<file path="config.mk">
export PLATFORM = sky130hd
export DESIGN_NAME = seq_alu
export DESIGN_NICKNAME = d
export VERILOG_FILES = /design/src/rtl/seq_alu.sv
export SDC_FILE = /design/constraint.sdc
export NUM_CORES = 1
export LEC_CHECK = 0
export ABC_AREA = 1
export CORE_MARGIN = 2
export CORE_UTILIZATION = 30
export CTS_CLUSTER_DIAMETER = 50
export DETAILED_ROUTE_END_ITERATION = 8
export GPL_TIMING_DRIVEN = 0
export PLACE_DENSITY = 0.5
export SYNTH_ARGS = -nofsm -noshare
export SYNTH_HDL_FRONTEND = slang
export SYNTH_SLANG_ARGS = --single-unit
</file>
<file path="constraint.sdc">
create_clock -name clk_i -period 10.8 [get_ports clk_i]
set_input_delay 2.16 -clock clk_i [delete_from_list [all_inputs] [get_ports clk_i]]
set_output_delay 2.16 -clock clk_i [all_outputs]
set_load 0.02 [all_outputs]
</file>
<file path="src/rtl/seq_alu.sv">
// Sequential ALU: single-cycle logic/arith/shift ops plus a fixed-latency
// iterative shift-add multiplier, with valid/ready on both sides.
module seq_alu #(
  parameter int WIDTH   = 32,
  parameter int SHAMT_W = 5
) (
  input  logic             clk_i,
  input  logic             rst_i,
  input  logic             in_valid_i,
  output logic             in_ready_o,
  input  logic [2:0]       ALUCtrl_i,
  input  logic [WIDTH-1:0] data1_i,
  input  logic [WIDTH-1:0] data2_i,
  output logic             out_valid_o,
  input  logic             out_ready_i,
  output logic [WIDTH-1:0] data_o,
  output logic             zero_o,
  output logic             busy_o
);

  localparam logic [2:0] OP_AND  = 3'b000;
  localparam logic [2:0] OP_XOR  = 3'b001;
  localparam logic [2:0] OP_SLL  = 3'b010;
  localparam logic [2:0] OP_ADD  = 3'b011;
  localparam logic [2:0] OP_SUB  = 3'b100;
  localparam logic [2:0] OP_MUL  = 3'b101;
  localparam logic [2:0] OP_ADDI = 3'b110;
  localparam logic [2:0] OP_SRAI = 3'b111;

  localparam logic [SHAMT_W-1:0] CNT_LAST = SHAMT_W'(WIDTH - 1);

  typedef enum logic [1:0] {
    S_IDLE,
    S_MUL,
    S_OUT
  } state_t;

  state_t             state_q, state_d;
  logic [WIDTH-1:0]   data_q, data_d;
  logic               zero_q, zero_d;
  logic [WIDTH-1:0]   mcand_q, mcand_d;
  logic [WIDTH-1:0]   mplier_q, mplier_d;
  logic [WIDTH-1:0]   acc_q, acc_d;
  logic [SHAMT_W-1:0] cnt_q, cnt_d;

  logic               accept;
  logic [SHAMT_W-1:0] shamt;
  logic [WIDTH-1:0]   alu_res;
  logic [WIDTH-1:0]   acc_sum;

  assign in_ready_o  = (state_q == S_IDLE) && !rst_i;
  assign accept      = in_valid_i && in_ready_o;
  assign out_valid_o = (state_q == S_OUT);
  assign busy_o      = (state_q != S_IDLE);
  assign data_o      = data_q;
  assign zero_o      = zero_q;
  assign shamt       = data2_i[SHAMT_W-1:0];
  assign acc_sum     = acc_q + (mplier_q[0] ? mcand_q : '0);

  always_comb begin
    alu_res = '0;
    case (ALUCtrl_i)
      OP_AND:           alu_res = data1_i & data2_i;
      OP_XOR:           alu_res = data1_i ^ data2_i;
      OP_SLL:           alu_res = data1_i << shamt;
      OP_ADD, OP_ADDI:  alu_res = data1_i + data2_i;
      OP_SUB:           alu_res = data1_i - data2_i;
      OP_SRAI:          alu_res = WIDTH'($signed(data1_i) >>> shamt);
      default:          alu_res = '0;
    endcase
  end

  always_comb begin
    state_d  = state_q;
    data_d   = data_q;
    zero_d   = zero_q;
    mcand_d  = mcand_q;
    mplier_d = mplier_q;
    acc_d    = acc_q;
    cnt_d    = cnt_q;
    case (state_q)
      S_IDLE: begin
        if (accept) begin
          if (ALUCtrl_i == OP_MUL) begin
            mcand_d  = data1_i;
            mplier_d = data2_i;
            acc_d    = '0;
            cnt_d    = '0;
            state_d  = S_MUL;
          end else begin
            data_d  = alu_res;
            zero_d  = (alu_res == '0);
            state_d = S_OUT;
          end
        end
      end
      S_MUL: begin
        // Always runs all WIDTH iterations so the latency is data-independent.
        acc_d    = acc_sum;
        mcand_d  = mcand_q << 1;
        mplier_d = mplier_q >> 1;
        cnt_d    = cnt_q + 1'b1;
        if (cnt_q == CNT_LAST) begin
          data_d  = acc_sum;
          zero_d  = (acc_sum == '0);
          state_d = S_OUT;
        end
      end
      S_OUT: begin
        if (out_ready_i) begin
          state_d = S_IDLE;
        end
      end
      default: state_d = S_IDLE;
    endcase
  end

  always_ff @(posedge clk_i) begin
    if (rst_i) begin
      state_q  <= S_IDLE;
      data_q   <= '0;
      zero_q   <= 1'b0;
      mcand_q  <= '0;
      mplier_q <= '0;
      acc_q    <= '0;
      cnt_q    <= '0;
    end else begin
      state_q  <= state_d;
      data_q   <= data_d;
      zero_q   <= zero_d;
      mcand_q  <= mcand_d;
      mplier_q <= mplier_d;
      acc_q    <= acc_d;
      cnt_q    <= cnt_d;
    end
  end

endmodule

</file>
==> impl_results.md, run 1 <==
- Outcome: finished, final reports clean
- Post-CTS Resized: 0
- Die height: 228 µm
- RSZ-0062 raised after global routing: no
- Synth area leaders: nand2_1 (25%), dfxtp_1 (18%), nand3_1 (13%)
- Initial Util: a little under a third
- Mean Syn Cell Area: roughly 5.6 µm²
- Psw: just over 800 µW
- Clock buffer depth: 2
- Unique masters post-synth: 50
- Most frequent cell after synthesis: nand2_1
- Sequential share of power: 29.0%
- Setup WS pre-CTS: about 3.2 ns
- Seq cells post-synth: between 100 and 150
- H-Tree Level Count: 4
- TritonCTS clock tree: built
- Share of cells above drive strength 1: between 3 and 4%
- First-pass GRT wire length: 117 mm
- Drt wl/cell: ~23 µm
- Gpl congestion: 1.06
- Pwr Density: approximately 110 nW/µm²
- Syn Inst Count: approximately 2700
- Fin crit period: around 7.3 ns
- Worst-Skew Late Latency: 0.44 ns
- Via count: 19400
- # clock sinks: approximately 140
- Worst Clk Skew: between 0.01 and 0.015 ns
- Drt first-iter violations: between 1500 and 2000
- Biggest area consumer among synthesized cells: nand2_1
- Combinational group share of total power: 39.0%
- EDFF count, synth: 0
- Post-synthesis mux area share: 0%
- Antenna diodes: 0
- CTS Root Cell: clkbuf_16
- Max-cap viol count: 0
- Largest net degree at the start of global routing: 18
- Post-Synth Simple-Gate Area: a little under half
- DP HPWL: around 65 mm
- Setup TNS: 0 ns
- Post-DRT Antenna Nets: 0
- Final Cycle Share: between 60 and 70%
- Max incr delay on CP: about 0.46 ns
- Switching Share: roughly 43%
- DIE WIDTH: 228 µm
- Synth Flop Type: dfxtp_1
- Startpoint types: input pin
- Reg2Reg Setup Slack: a little over 7 ns
- Leak: between 0.008 and 0.009 µW
- Worst reg2reg endpoint: zero_o
- Mapped cell area: between 15000 and 20000 µm²
- Compound-cell area share of the yosys netlist: ~15%
- Highest clock rate: ~0.14 GHz
- Clock power share: between 30% and 40%
- Int Pwr: roughly 1100 µW
- Crit Path Category: input pin to flip-flop
- I/O Buffers: around 110
- Ports: ~110
- Hold Path Cell Cnt: 2
- Dpl cell area: 17000 µm²
- Post-CTS setup buffer count: 0
- Drt first pass iters: 6
- Antenna violations before repair: 0
- Setup ws final: around 3.5 ns
- FF-to-FF path depth: 20
- Core footprint: 50000 µm²
- Hold Buf Count CTS: 0
- Ys async rst share: 0%
- Synth Area in Adders: around 8.4%
- Worst hold path endpoint: mcand_q[31]
- Die ar.: roughly 52000 µm²
- Seq/Total Area, Yosys: a little under a fifth
- Slowest-stage cell, CP: nor2_1
- Finish-stage setup viols: 0
- CP Max Fanout: 10
- CTS buffer count: 17
- WP data required: around 11 ns
- Worst-Margin Slew: between 0.9 and 1 ns
- Post-Synth XOR/XNOR Area: 2.55%
- GRT Total Usage: ~30%
- CP Capture Type: flip-flop
- Final hold vios: 0
- Beginning of the worst hold path: mcand_q[31]
- Final WL: roughly 80 mm
- Warnings, synthesis: 0
- Synth top area share: ~25%
- Post-synth top cells: nand2_1 (990), nand3_1 (397), inv_1 (238)
- Via/cell ratio: roughly 5.5
- Rows: 82
- Design area: 17600 µm²
- Worst VDD drop: about 0.090 mV
- Area growth syn-to-layout: 16.5%
- CP Data Arrival Time: roughly 7.7 ns
- Nets: between 3000 and 4000
- Worst slew margin: a little over a third
- DRC Markers: 0
- R2r startpoint: mplier_q[0]
- Largest family of logic cells by synthesized area: simple AND/OR/NAND/NOR gates
- Total gr overflow: 0
- Clock-pin transition on the worst setup and hold timing paths: 0.07 ns
- Tightest Hold Check Type: flip-flop to flip-flop
- Final Max Slew Viols: 0
- Vias in the first global route: approximately 18000
- Post-Syn Nets: approximately 2900
## worst max path at each step
| stage | startpoint | endpoint | slack [ns] |
|---|---|---|---|
| 2_1_floorplan | data2_i[1] | zero_o | 5.21 |
| 3_3_place_gp | data2_i[1] | zero_o | 3.23 |
| 3_5_place_dp | data2_i[1] | zero_o | 3.24 |
| 4_1_cts | data2_i[1] | zero_o | 3.68 |
| 5_1_grt | data2_i[1] | zero_o | 3.26 |
| 6_report | data2_i[1] | zero_o | 3.50 |
## critical path, delay by kind of cell
kind / cells / cell delay [ns]
XOR/XNOR: 1 / 0.17
AND/OR/NAND/NOR: 17 / 2.76
AO/OA/AOI/OAI: 3 / 0.59
adder cells (fa/ha/maj): 2 / 0.59
buffers and inverters: 8 / 1.40
## cell usage in the layout (no fill, tap or decap), drive strengths merged, types with 16 or more instances in the layout
| cell | synthesis | routed |
|---|---|---|
| nor2 | 187 | 187 |
| a21oi | 155 | 155 |
| nand4 | 31 | 31 |
| dfxtp | 136 | 136 |
| xor2 | 31 | 31 |
| clkbuf | 73 | 90 |
| a22oi | 18 | 18 |
| o21ai | 91 | 91 |
| nand3 | 399 | 399 |
| or2 | 16 | 16 |
| nand2 | 996 | 996 |
| clkdlybuf4s50 | 0 | 105 |
| inv | 248 | 258 |
| buf | 52 | 52 |
| nor3 | 16 | 16 |
| a31oi | 73 | 73 |
| ha | 98 | 98 |
## through the flow
| stage | std cells | power [µW] | util [%] | hold slack [ns] |
|---|---|---|---|---|
| 4_1_cts | 3516 | 1850 | 35.2 | 0.468 |
| 2_1_floorplan | 2707 | 950 | - | 0.441 |
| 3_5_place_dp | 3484 | 1260 | 34.0 | 0.457 |
| 6_report | 3516 | 1870 | 35.2 | 0.467 |
| 3_3_place_gp | 3484 | 1260 | 34.0 | 0.453 |
| 5_1_grt | 3516 | 1950 | 35.2 | 0.480 |
## cell families (layout without fill, tap and decap cells)
logic type | Yosys count | after routing
buffers and inverters | 375 | 512
AOI/OAI and AO/OA | 382 | 382
adders and majority gates | 100 | 100
and+or+nand+nor | 1670 | 1670
DFF | 136 | 136
xor gates and xnor gates | 44 | 44
## power groups by stage
| stage | combinational (µW) | sequential, µW | clock, µW |
|---|---|---|---|
| floorplan | 381 | 568 | 0 |
| global route | 783 | 544 | 626 |
| CTS | 710 | 542 | 603 |
| finish | 729 | 542 | 598 |
| global placement | 708 | 553 | 0 |
| detailed placement | 707 | 553 | 0 |
## area by class of cell
class | instances | area, µm²
fill | 5747 | 32400
multi-input combinational | 2196 | 10900
sequential | 136 | 2720
timing repair buffer | 105 | 1050
inverter | 250 | 945
tap | 672 | 841
buffer | 125 | 566
clock buffer | 17 | 425
clock inverter | 15 | 178
## sequential cells by signal, indices dropped and copies added (netlist names)
signal	cells
mplier_q	32
zero_o	1
acc_q	32
state_q	2
cnt_q	5
data_o	32
mcand_q	32
## layer usage
metal / vias to the layer above / global-route usage (%) / routed length [µm]
met3: 175 / 3.34 / 5680
met4: 0 / 13.7 / 4080
met2: 885 / 48.5 / 35400
li1: 9195 / - / -
met1: 9151 / 39.6 / 35100
met5: - / 0 / 0
No activity file was read; power rests on OpenSTA's default activity.
==> run 2: changes to the inputs <==
--- a/config.mk
+++ b/config.mk
@@ -11,7 +11,7 @@
 export CTS_CLUSTER_DIAMETER = 50
 export DETAILED_ROUTE_END_ITERATION = 8
 export GPL_TIMING_DRIVEN = 0
-export PLACE_DENSITY = 0.5
+export PLACE_DENSITY = 0.52
 export SYNTH_ARGS = -nofsm -noshare
 export SYNTH_HDL_FRONTEND = slang
 export SYNTH_SLANG_ARGS = --single-unit
==> constraint.sdc (replaced) <==
create_clock -name clk_i -period 6.5 [get_ports clk_i]
set_input_delay 1.3 -clock clk_i [delete_from_list [all_inputs] [get_ports clk_i]]
set_output_delay 1.3 -clock clk_i [all_outputs]
set_load 0.02 [all_outputs]
==> impl_results.md, run 2 (synthesized netlist as in run 1, its figures left out) <==
- Beginning of the worst hold path: mcand_q[31]
- DRC Markers: 0
- Die height: approximately 230 µm
- Ports: ~110
- Sequential share of power: around 28%
- Die ar.: 52200 µm²
- Pwr Density: about 180 nW/µm²
- Vias in the first global route: 18300
- WP data required: ~6.9 ns
- Placed cell count: roughly 3500
- H-Tree Level Count: 4
- Outcome: finished, final reports clean
- FF-to-FF path depth: 24
- Initial Util: 30.2%
- Combinational group share of total power: ~39%
- Finish-stage setup viols: 0
- Final Max Slew Viols: 0
- Crit Path Category: input pin to flip-flop
- CTS buffer count: 17
- Design area: about 18000 µm²
- Setup TNS: 0 ns
- Worst VDD drop: between 0.15 and 0.2 mV
- RSZ-0062 raised after global routing: no
- Hold Path Cell Cnt: 2
- I/O Buffers: around 110
- Via count: about 19000
- Highest clock rate: 0.166 GHz
- CP dominant cell by count: nand3_1
- GR Util met2: between 40 and 50%
- Reg2Reg Setup Slack: 2.76 ns
- Max incr delay on CP: around 0.45 ns
- Grt met3 use: about 4.0%
- Worst Clk Skew: roughly 0.015 ns
- Dpl cell area: 17000 µm²
- Core footprint: around 50000 µm²
- Worst-Skew Late Latency: roughly 0.44 ns
- DP HPWL: around 63 mm
- Worst slew margin: approximately two fifths
- Finished Layout Cells: about 3500
- Antenna diodes: 0
- GRT Total Usage: between 20 and 30%
- Clock power share: 33.0%
- Clock buffer depth: 2
- Worst reg2reg endpoint: zero_o
- Post-CTS setup buffer count: 0
- R2r startpoint: mplier_q[0]
- Final hold vios: 0
- Area growth syn-to-layout: 16.7%
- Via/cell ratio: roughly 5.5
- Slowest-stage cell, CP: clkdlybuf4s50_1
- Fin crit period: between 6 and 7 ns
- CP Capture Type: flip-flop
- Nets: 3002
- Max-cap viol count: 0
- Leak: ~0.0084 µW
- Fillcell total: 5726
- Post-DRT Antenna Nets: 0
- TritonCTS clock tree: built
- Tightest Hold Check Type: flip-flop to flip-flop
- Largest net degree at the start of global routing: 17
- Share of cells above drive strength 1: between 4 and 5%
- Total gr overflow: 0
- CP Data Arrival Time: roughly 6.4 ns
- CTS Root Cell: clkbuf_16
- Area occupied by multi-input gates: 10900 µm²
- Drt wl/cell: between 20 and 25 µm
- Rows: approximately 80
- Worst hold path endpoint: mcand_q[31]
- Final Cycle Share: 92.7%
- Int Pwr: 1870 µW
- DIE WIDTH: approximately 230 µm
- Reg area: about 2700 µm²
- CP Max Fanout: 10
- Worst-Margin Slew: between 0.9 and 1 ns
- Clock-pin transition on the worst setup and hold timing paths: about 0.060 ns
- Commonest non-fill, non-tap cell in the layout: nand2_1
- # clock sinks: approximately 140
- First-pass GRT wire length: 115 mm
- Final WL: between 70 and 80 mm
- Psw: ~1300 µW
- Grt met1 use: roughly two fifths
- Most frequent cells in the layout: nand2_1 (990), nand3_1 (397), inv_1 (238), nor2_1 (181), a21oi_1 (155)
- Gpl congestion: 1.05
- GRT busiest layer: met2
- Antenna violations before repair: 0
- Startpoint types: input pin
- Switching Share: 40.6%
- Drt first pass iters: 6
- Drt first-iter violations: 2483
run 2: cell count changes in the layout (fill, tap and decap cells not counted), moves of 2 or more:
cell	change
clkinv_4	+4
nor2_1	-3
clkbuf_8	+2
clkinv_8	-4
inv_8	-7
nor2_2	+3
bufinv_16	+3
run 2: worst max path at each step:
stage                          start  endpoint  slack, ns
after floorplan           data2_i[1]    zero_o       1.77
after global placement    data2_i[1]    zero_o      -0.16
final                     data2_i[1]    zero_o       0.47
after CTS                 data2_i[1]    zero_o       0.28
after global routing      data2_i[1]    zero_o       0.05
after detailed placement  data2_i[1]    zero_o      -0.17
run 2: repair_timing:
action / in CTS / in global routing
hold endpoints to repair: 0 / 0
setup endpoints to repair: 0 / 1
resized for setup: 0 / 4
hold buffers: 0 / 0
run 2: critical path, delay by kind of cell:
kind	cells	cell delay (ns)
xor+xnor	1	0.15
buf+inv	8	1.35
compound gates	2	0.45
fa+ha+maj	2	0.64
simple gates	17	2.51
run 2: cell type report:
type / count / share of cell area, %
Multi-Input combinational cell: 2196 / 61.7
Clock inverter: 12 / 0.936
Inverter: 250 / 5.36
Clock buffer: 20 / 2.59
Tap cell: 672 / 4.77
Buffer: 125 / 3.21
Timing Repair Buffer: 105 / 5.96
Sequential cell: 136 / 15.4
run 2: metrics by stage:
stage / worst slack [ns] / power [µW] / utilization (%) / hold WS, ns
final: 0.472 / 3140 / 35.3 / 0.467
after global routing: 0.0544 / 3280 / 35.3 / 0.481
after CTS: 0.283 / 3120 / 35.3 / 0.467
after detailed placement: -0.173 / 2090 / 34.0 / 0.457
after global placement: -0.157 / 2090 / 34.0 / 0.453
after floorplan: 1.77 / 1580 / - / 0.441
run 2: power groups by stage:
stage / Clock (µW) / Sequential (µW) / Combinational [µW]
after floorplan: 0 / 945 / 633
after global placement: 0 / 913 / 1170
after detailed placement: 0 / 913 / 1170
after CTS: 1050 / 895 / 1180
after global routing: 1080 / 899 / 1300
final: 1040 / 895 / 1210
run 2: routing by layer:
layer	up-vias	routed length (µm)
met5	-	0
met4	0	4640
met3	201	6340
met2	976	33700
met1	9026	33500
li1	9202	-
==> RTL edit 1: new RTL, settings of run 1 <==
Remove the case item `OP_SRAI` of the case on `ALUCtrl_i`.
--- a/src/rtl/seq_alu.sv
+++ b/src/rtl/seq_alu.sv
@@ -67,3 +67,2 @@
       OP_SUB:           alu_res = data1_i - data2_i;
-      OP_SRAI:          alu_res = WIDTH'($signed(data1_i) >>> shamt);
       default:          alu_res = '0;
Behaviour: not the same (Yosys sat finds a counterexample within 4 cycles, from zero or initial values and one cycle with rst_i high).
==> RTL edit 1 against run 1 <==
- sequential cell count unchanged
- worst setup slack improved by 0.42 ns
- hold slack worse by 0.00064 ns
- cell area decreased by 8.1%
- total power fell by 5.5%
- wire length fell by 22%
- synthesized area down 8.8%
- maximum frequency grew 6.1%
==> RTL edit 1: results (changes against run 1) <==
Status = finished, final reports clean
CP peak stage delay = 0.57 ns (+0.11 ns)
Initial DRC Count = 1158 (-41%)
Worst hold margin = 0.466 ns (-0.000640 ns)
Mean routed wirelength per cell = 20.0 um (-12%)
Max rail drop VDD = 0.0000852 V (-5.2%)
Filler Cell Count = 5200 (-9.5%)
Slew Limit Headroom = 39.0% (+3.8 points)
Arrival time at the worst endpoint = 7.27 ns (-0.41 ns)
Met1 demand-to-capacity share in global routing = 33.2% (-6.3 points)
Sum of net half-perimeters after detailed placement = 53.5 mm (-18%)
Via density per instance = 5.17 (-6.3%)
Cell at the slowest stage of the critical path = sky130_fd_sc_hd__clkdlybuf4s50_1
Flop-to-flop setup slack = 7.15 ns (+0.06 ns)
Global Route Usage Sum = 26.0% (-3.8 points)
Global-route wire length before repair = 92.8 mm (-21%)
Setup Skew = 0.0105 ns (-0.00352 ns)
Leading post-synthesis cells by cell area = sky130_fd_sc_hd__nand2_1, sky130_fd_sc_hd__dfxtp_1, sky130_fd_sc_hd__nand3_1
Wirelength, routed = 62.5 mm (-22%)
Worst Hold Launch = mplier_q[10]
Worst-case hold path end point = mplier_q[10]
Most common library cells after synthesis = sky130_fd_sc_hd__nand2_1, sky130_fd_sc_hd__inv_1, sky130_fd_sc_hd__nand3_1, sky130_fd_sc_hd__a21oi_1, sky130_fd_sc_hd__nor2_1
Synthesized instance count = 2389 (-12%)
Netlist cell types = 47 (-6.0%)
Met2 Use GR = 46.0% (-2.5 points)
Post-route fraction of the period consumed by the critical path = 63.7% (-3.9 points)
M1 WL = 27.9 mm (-20%)
Share of synthesized area occupied by flip-flops and latches = 19.8% (+1.7 points)
Final Wtd Congestion = 0.940 (-11%)
Number of nets in the final layout = 2684 (-11%)
Layout cells sized above 1 = 4.12% (+0.18 points)
DP Cell Count = 3094 (-11%)
-- RTL edit 1: cell count changes after synthesis, sizes merged, moves of 15 or more --
cell,change
inv,+39
a22oi,+32
a21oi,+15
a31oi,-35
o21ai,-23
nand3,-123
clkbuf,-19
nand2,-166
-- RTL edit 1: area by class of cell --
class	count	area [um2]	share of cell area (%)
clock buffers	17	425	2.63
clock inverters	14	171	1.06
flip-flops and latches	136	2720	16.8
inverters	290	1090	6.73
repair buffers	105	1050	6.50
plain buffers	97	439	2.71
multi-input cells	1866	9530	58.9
well taps	600	751	4.64
-- RTL edit 1: where the power goes --
group	total [mW]	internal (mW)	switching, mW
Clock	0.602	0.363	0.238
Combinational	0.616	0.201	0.416
Sequential	0.548	0.527	0.0210
-- RTL edit 1: cell families after synthesis --
group	synth area share [%]
flops	19.8
simple gates	41.9
fa+ha+maj	9.19
xor+xnor	2.54
compound gates	15.5
buf+inv	11.1
==> RTL edit 2: new RTL, settings of run 1 <==
Made on the original files. `SHAMT_W`: 5 -> 7.
--- a/src/rtl/seq_alu.sv
+++ b/src/rtl/seq_alu.sv
@@ -4,3 +4,3 @@
   parameter int WIDTH   = 32,
-  parameter int SHAMT_W = 5
+  parameter int SHAMT_W = 7
 ) (
Formal check against the unedited RTL: not equivalent (a bounded check fails within 4 cycles, from zero or initial values and one cycle with rst_i high).
==> RTL edit 2 against run 1 <==
- maximum frequency decreased by 2.7%
- sequential cell count increased by 2
- via count decreased by 0.86%
- worst setup slack worse by 0.21 ns
- cell area increased by 0.41%
- synthesized area grew 0.51%
- total power up 1.0%
- clock skew hardly changed
- final cell count shrank 0.74%
- wire length up 3.1%
==> RTL edit 2: results (changes against run 1) <==
Global-route wire length before repair = 120 mm (+2.5%)
CP peak stage delay = 0.48 ns (+0.02 ns)
Setup WS pre-CTS = 2.95 ns (-0.290 ns)
Vias = 19200 (-0.86%)
Layout cells sized above 1 = 5.08% (+1.1 points)
Power consumed by combinational cells = 756 uW (+3.7%)
Mean routed wirelength per cell = 23.7 um (+3.9%)
Number of global-route vias before repair = 18100 (-2.0%)
Leakage power of the design = 8.06 nW (-3.5%)
Post-Synthesis Net Count = 2849 (-1.0%)
Initial DRC Count = 2036 (+4.5%)
Filler Cell Count = 5826 (+1.4%)
Final Wtd Congestion = 1.05 (-1.2%)
Netlist cell types = 53 (+6.0%)
IO buf count = 106 (+0.95%)
Placed standard-cell area = 0.0171 mm2 (+0.51%)
Synthesized instance count = 2679 (-1.0%)
Share of synthesized area occupied by flip-flops and latches = 18.2% (+0.17 points)
Status = finished, final reports clean
Cell at the slowest stage of the critical path = sky130_fd_sc_hd__clkdlybuf4s50_1
Net switching component of the power = 804 uW (-0.97%)
Most common library cells after synthesis = sky130_fd_sc_hd__nand2_1, sky130_fd_sc_hd__nand3_1, sky130_fd_sc_hd__nor2_1, sky130_fd_sc_hd__inv_1, sky130_fd_sc_hd__a21oi_1
DP Cell Count = 3457 (-0.77%)
Sum of net half-perimeters after detailed placement = 68.2 mm (+4.4%)
Global Route Usage Sum = 30.7% (+0.88 points)
Slew Limit Headroom = 28.0% (-7.1 points)
Pin count of the biggest net entering global routing = 17 (-1)
Total design power = 1.89 mW (+1.0%)
Max rail drop VDD = 0.000117 V (+31%)
Antenna violations before repair = 1 (+1)
## RTL edit 2: changes by cell type in the layout (fill, tap and decap cells not counted), sizes merged, moves of 13 or more
cell and change:
nand3 -41, inv -51, o21ai +13, nand4 -17
nor2 +16
## RTL edit 2: final cells by class
type	count	area, um2	share of cell area [%]
inverter	207	782	4.42
tap	672	841	4.76
clock buffer	17	425	2.41
timing repair buffer	106	1060	6.00
sequential	138	2760	15.6
antenna	1	2.50	0.0142
buffer	135	632	3.57
multi-input combinational	2199	11000	62.3
clock inverter	15	160	0.906
## RTL edit 2: cell families after synthesis
group           count (synthesis)  share of synthesized area (%)
flops                         138                           18.2
buf+inv                       342                           9.31
fa+ha+maj                      99                           8.25
compound gates                412                           15.6
xor+xnor                       56                           3.23
simple gates                 1632                           45.4
## RTL edit 2: routing by layer
layer / vias to the layer above / global-route usage [%] / wire length (um)
li1: 9130 / - / -
met1: 9095 / 43.1 / 37600
met3: 119 / 3.61 / 6120
met4: 0 / 10.3 / 2870
met2: 895 / 48.6 / 36200
met5: - / 0 / 0
## RTL edit 2: worst paths after layout
| kind | cells after the start | slack, ns | start | endpoint |
|---|---|---|---|---|
| worst max-delay path | 33 | 3.29 | data2_i[1] | zero_o |
| worst min-delay path | 2 | 0.46 | cnt_q[4] | cnt_q[4] |
| worst max register to register | 19 | 7.16 | mplier_q[0] | zero_o |
| worst min register to register | 2 | 0.46 | cnt_q[4] | cnt_q[4] |
## RTL edit 2: worst max-delay path: cells and delay by family
| family | cells | cell delay, ns |
|---|---|---|
| adder cells (fa/ha/maj) | 2 | 0.67 |
| AO/OA/AOI/OAI | 2 | 0.71 |
| AND/OR/NAND/NOR | 21 | 2.69 |
| XOR/XNOR | 1 | 0.20 |
| buffers and inverters | 7 | 1.47 |
